$ cat config.mk
export PLATFORM = sky130hd
export DESIGN_NAME = rgb2gray_axis_nppc
export DESIGN_NICKNAME = d
export VERILOG_FILES = /design/src/rtl/rgb2gray_axis_nppc.sv
export SDC_FILE = /design/constraint.sdc
export NUM_CORES = 2
export LEC_CHECK = 0
export BUFFER_PORTS_ARGS = -buffer_cell sky130_fd_sc_hd__buf_2
export CELL_PAD_IN_SITES_DETAIL_PLACEMENT = 1
export CELL_PAD_IN_SITES_GLOBAL_PLACEMENT = 1
export CORE_ASPECT_RATIO = 1.2
export CORE_MARGIN = 10
export CORE_UTILIZATION = 50
export CTS_BUF_LIST = sky130_fd_sc_hd__clkbuf_8
export DETAILED_ROUTE_END_ITERATION = 10
export GPL_TIMING_DRIVEN = 0
export PLACE_DENSITY = 0.83
export SLEW_MARGIN = 10
export SYNTH_ARGS = -nofsm -noshare
export SYNTH_HDL_FRONTEND = slang
export SYNTH_SLANG_ARGS = --single-unit
$ cat constraint.sdc
create_clock -name s_axis_video_aclk -period 16.9 [get_ports s_axis_video_aclk]
set_input_delay 3.38 -clock s_axis_video_aclk [delete_from_list [all_inputs] [get_ports s_axis_video_aclk]]
set_output_delay 3.38 -clock s_axis_video_aclk [all_outputs]
set_load 0.01 [all_outputs]
$ cat src/rtl/rgb2gray_axis_nppc.sv
// rgb2gray_axis_nppc: converts PPC packed 24-bit RGB pixels per AXI4-Stream beat
// into PPC 8-bit luma values, y = sat255((R*COEF_R + G*COEF_G + B*COEF_B + rnd) >> 8).
// Three-stage stallable pipeline with per-stage valid bits; full backpressure.
//
// Optional feature macro: RGB2GRAY_ROUND_EN
//   defined   -> rnd = 128 (round to nearest)
//   undefined -> rnd = 0   (truncation, bit-exact with the previous generation)
//
// Ports:
//   s_axis_video_aclk    clock, rising edge
//   s_axis_video_areset  asynchronous active-high reset
//   VIDEO_IN_*           input stream, pixel k at tdata[24k+:24], G=[7:0] B=[15:8] R=[23:16]
//   VIDEO_IN_tready      combinational: !v3 || VIDEO_OUT_tready
//   VIDEO_OUT_*          output stream, grey pixel k at tdata[8k+:8], registered

module rgb2gray_axis_nppc #(
  parameter int unsigned PPC    = 4,
  parameter int unsigned COEF_R = 77,
  parameter int unsigned COEF_G = 150,
  parameter int unsigned COEF_B = 29
) (
  input  logic               s_axis_video_aclk,
  input  logic               s_axis_video_areset,
  input  logic [24*PPC-1:0]  VIDEO_IN_tdata,
  input  logic               VIDEO_IN_tvalid,
  output logic               VIDEO_IN_tready,
  input  logic               VIDEO_IN_tuser,
  input  logic               VIDEO_IN_tlast,
  output logic [8*PPC-1:0]   VIDEO_OUT_tdata,
  output logic               VIDEO_OUT_tvalid,
  input  logic               VIDEO_OUT_tready,
  output logic               VIDEO_OUT_tuser,
  output logic               VIDEO_OUT_tlast
);

  localparam logic [7:0] CR = 8'(COEF_R);
  localparam logic [7:0] CG = 8'(COEF_G);
  localparam logic [7:0] CB = 8'(COEF_B);
`ifdef RGB2GRAY_ROUND_EN
  localparam logic [16:0] RND = 17'd128;
`else
  localparam logic [16:0] RND = 17'd0;
`endif

  logic clk;
  logic rst;
  assign clk = s_axis_video_aclk;
  assign rst = s_axis_video_areset;

  logic v1, v2, v3;
  logic u1, u2, u3;
  logic l1, l2, l3;
  logic [PPC-1:0][15:0] pr_q, pg_q, pb_q;
  logic [PPC-1:0][16:0] srg_q;
  logic [PPC-1:0][15:0] pb2_q;
  logic [PPC-1:0][16:0] sum_c;
  logic [PPC-1:0][7:0]  y_c;
  logic [PPC-1:0][7:0]  y_q;
  logic en;

  // Whole pipeline advances unless the output beat is stuck waiting on the sink.
  assign en              = !v3 || VIDEO_OUT_tready;
  assign VIDEO_IN_tready = en;

  // S1: per-lane weighted products
  always_ff @(posedge clk or posedge rst) begin
    if (rst) begin
      v1   <= 1'b0;
      u1   <= 1'b0;
      l1   <= 1'b0;
      pr_q <= '0;
      pg_q <= '0;
      pb_q <= '0;
    end else if (en) begin
      v1 <= VIDEO_IN_tvalid;
      u1 <= VIDEO_IN_tuser;
      l1 <= VIDEO_IN_tlast;
      for (int k = 0; k < int'(PPC); k++) begin
        pr_q[k] <= 16'(VIDEO_IN_tdata[24*k+16 +: 8]) * 16'(CR);
        pg_q[k] <= 16'(VIDEO_IN_tdata[24*k    +: 8]) * 16'(CG);
        pb_q[k] <= 16'(VIDEO_IN_tdata[24*k+8  +: 8]) * 16'(CB);
      end
    end
  end

  // S2: partial sum R+G, blue product delayed to stay aligned
  always_ff @(posedge clk or posedge rst) begin
    if (rst) begin
      v2    <= 1'b0;
      u2    <= 1'b0;
      l2    <= 1'b0;
      srg_q <= '0;
      pb2_q <= '0;
    end else if (en) begin
      v2 <= v1;
      u2 <= u1;
      l2 <= l1;
      for (int k = 0; k < int'(PPC); k++) begin
        srg_q[k] <= 17'(pr_q[k]) + 17'(pg_q[k]);
        pb2_q[k] <= pb_q[k];
      end
    end
  end

  // Final sum, rounding offset, >>8 and saturation (bit 16 set means y > 255)
  always_comb begin
    sum_c = '0;
    y_c   = '0;
    for (int k = 0; k < int'(PPC); k++) begin
      sum_c[k] = srg_q[k] + 17'(pb2_q[k]) + RND;
      y_c[k]   = sum_c[k][16] ? 8'hFF : sum_c[k][15:8];
    end
  end

  // S3: output register
  always_ff @(posedge clk or posedge rst) begin
    if (rst) begin
      v3  <= 1'b0;
      u3  <= 1'b0;
      l3  <= 1'b0;
      y_q <= '0;
    end else if (en) begin
      v3  <= v2;
      u3  <= u2;
      l3  <= l2;
      y_q <= y_c;
    end
  end

  assign VIDEO_OUT_tvalid = v3;
  assign VIDEO_OUT_tuser  = u3;
  assign VIDEO_OUT_tlast  = l3;
  assign VIDEO_OUT_tdata  = y_q;

endmodule

==> flow_summary.ini <==
[status]
outcome = finished, final reports clean

[min_path]
hold_path_depth = 2
holdCritStartpoint = VIDEO_OUT_tuser$_DFFE_PP0P_
holdPathEnd = VIDEO_OUT_tuser$_DFFE_PP0P_
hold_class = register to register

[finish]
fin_cells = 3979
post-route-cell-area_sq_um = 30400
post_route_cells_drive_above_1_share_pct = 8.08
ff_latch_area_sq_um = 8330
area_growth_pct = 10.3
fin_nets = 3921
final_common_cell = ha_1
multi_input_area_sq_um = 17700
fin_util_pct = 55.5
nFillCells = 6430
final_cell_mix = 496 x ha_1, 441 x nand2_1, 333 x dfrtp_1

[grt]
grt_max_degree = 121
grt_pass1_wl_um = 144000
antenna_found_initial = 5
grt.overflow.total = 0
grt_usage_pct = 28.5
first_global_vias = 26500

[critical_path]
crit_path_max_incr_delay_ns = 0.56
crit_fanout = 10
path_common_cell = buf_2
arrival_ns = 5.36
setup.worst_path.start_class = input port
path_class = input port to output pin
cp.required_ns = 13.52
r2r_end = pb_q[3]$_DFFE_PP0P_
cp_top_family = buffers and inverters
r2r_slack_ns = 12.70
crit_path_top_delay_cell = clkbuf_1
rr_worst_depth = 8
cp-end-kind = output pin
path_buf_inv = 6
cp.depth = 7
crit_chain = buf_2 -> nor2b_1 -> buf_2 -> inv_2 -> clkbuf_1 -> clkbuf_1 -> buf_2
r2r-start = VIDEO_OUT_tvalid$_DFFE_PP0P_

[timing]
finalClockSkew_ns = 0.0369
max_freq_mhz = 114
rsz0062_at_grt = false
finalHoldViolations = 0
tns_ns = 0
setup_viol = 0
worst_pin_slew_ns = 1.34
fin_crit_ns = 8.74
slew_headroom_pct = 10.4
post-route-period-util_pct = 51.7
drv_slew = 0

[power_and_ir_drop]
ir_drop_uv = 85.0
powerDensity_nw_per_um2 = 179
p_leak_nw = 15.5
power_mw = 5.45

[clock_tree]
cts_hold_buf = 0
clk-insertion-delay-late_ns = 0.69
cts_root_buf = clkbuf_8
cts_max_level = 2
tritoncts = yes
cts_resized = 0
clock-sinks = 333
clk_pin_slew_ns = 0.06
postCtsSetupBuffers = 0
clock_path_buffers = 3
numCtsBuffers = 57

[synth]
syn_inst = 3017
yosysSeqAreaShare_pct = 30.3
synth_seq_cells = 333
syn_nets = 3723
synth_cell_type_count = 76
ys.flop_type = dfrtp_1
avgSynthCellArea_sq_um = 9.12
synth_largest_area_cell = dfrtp_1
post_synth_xor_area_fraction_pct = 4.04
muxShareOfSynthArea_pct = 0.409
ys_async_sr_fraction_pct = 100
synth_fa_ha_area_share_pct = 30.4
netlist_area_sq_um = 27500
synthTopCellsByArea = dfrtp_1 30%, ha_1 23%, fa_1 7.9%
yosys.area_share.simple_pct = 14.7
synth_compound_area_share_pct = 14.7
synth_top_area_share_pct = 30.3
synth_top_family_by_area = adder cells
synth-edff-count = 0
ys.warnings.count = 0

[placement]
io_buffers = 137
post-place-cells = 3876
hpwlAfterDp_um = 72300
postPlaceCellArea_sq_um = 29200
place_congestion = 0.901

[floorplan]
die_h_um = 277
coreArea_sq_um = 54700
die_area_sq_um = 64900
start_util_pct = 50.3
rows = 94
die_w_um = 234
num_io_pins = 138

[drt]
drtAntennaViolNets = 0
vias = 23600
drt_pass1_iterations = 7
via_per_inst = 5.93
route.detailed.drc = 0
wire_per_inst_um = 23.3
wirelength_um = 92600
drtIter0Drc = 1476

[job]
drv_cap = 0
[final cells by class]
class	instances	share of cell area, %
inverter	316	3.93
clock inverter	26	0.643
timing repair buffer	139	2.44
multi-input combinational	2286	58.2
tap	720	2.97
buffer	82	1.05
antenna	5	0.0412
sequential	333	27.4
clock buffer	72	3.26
[worst reg2reg max path: cells and delay by family (launching register included)]
family | cells | cell delay [ns]
buffers and inverters | 5 | 3.38
DFF | 1 | 0.35
and+or+nand+nor | 3 | 0.39
[Yosys cell counts (7+ instances only)]
master,instances
ha_1,496
nand2_1,441
dfrtp_1,333
inv_1,315
nor2_1,217
a21oi_1,183
o21ai_0,130
fa_1,108
clkbuf_1,71
xor2_1,70
nor3_1,64
xnor2_1,57
nand3_1,53
a21o_1,42
a211oi_1,34
o21a_1,32
or3_1,31
o31ai_1,28
and3_1,23
a31oi_1,22
nor2b_1,19
nand2b_1,18
nor3b_1,14
o21bai_1,13
or2_2,13
o211ai_1,12
a21boi_0,10
o31a_1,10
o41ai_1,10
mux2i_1,9
o2111ai_1,9
o22ai_1,9
a2111oi_0,8
buf_1,7
nand3b_1,7
[worst max-delay path by stage]
stage	end	slack, ns	from
2_1_floorplan	VIDEO_OUT_tdata[0]$_DFFE_PP0P_	4.30	s_axis_video_areset
3_3_place_gp	pr_q[45]$_DFFE_PP0P_	0.65	s_axis_video_areset
3_5_place_dp	VIDEO_IN_tready	8.17	VIDEO_OUT_tready
4_1_cts	VIDEO_IN_tready	8.15	VIDEO_OUT_tready
5_1_grt	VIDEO_IN_tready	8.11	VIDEO_OUT_tready
6_report	VIDEO_IN_tready	8.16	VIDEO_OUT_tready
[through the flow]
stage	worst slack (ns)	hold WS [ns]
4_1_cts	8.15	0.464
3_3_place_gp	0.652	0.449
2_1_floorplan	4.30	0.430
5_1_grt	8.11	0.495
3_5_place_dp	8.17	0.452
6_report	8.16	0.463
[routing by layer]
layer  wire length, um  track usage (%)
met1             35200             31.5
met2             47400             50.8
met3              4650             4.16
met4              5300             16.1
met5                 0                0
[flip-flops by register name, indices dropped and copies added (netlist names), 32 cells and up]
| name | cells |
|---|---|
| pg_q | 60 |
| srg_q | 68 |
| pb_q | 52 |
| VIDEO_OUT_tdata | 32 |
| pb2_q | 52 |
| pr_q | 60 |
[cells by family (layout without fill, tap and decap cells)]
logic type,count (synthesis),in the layout
buffers and inverters,398,635
AND/OR/NAND/NOR,926,926
multiplexers,11,11
XOR/XNOR,127,127
other,0,5
adder cells (fa/ha/maj),604,604
AO/OA/AOI/OAI,618,618
flip-flops,333,333
[power by group]
group	switching (mW)	leakage, nW	total, mW	internal, mW
logic	1.90	10.9	3.17	1.27
clock network	0.361	0.669	0.786	0.426
registers	0.317	3.92	1.49	1.18
total	2.57	15.5	5.45	2.88
Power figures use the tool's default switching activity.
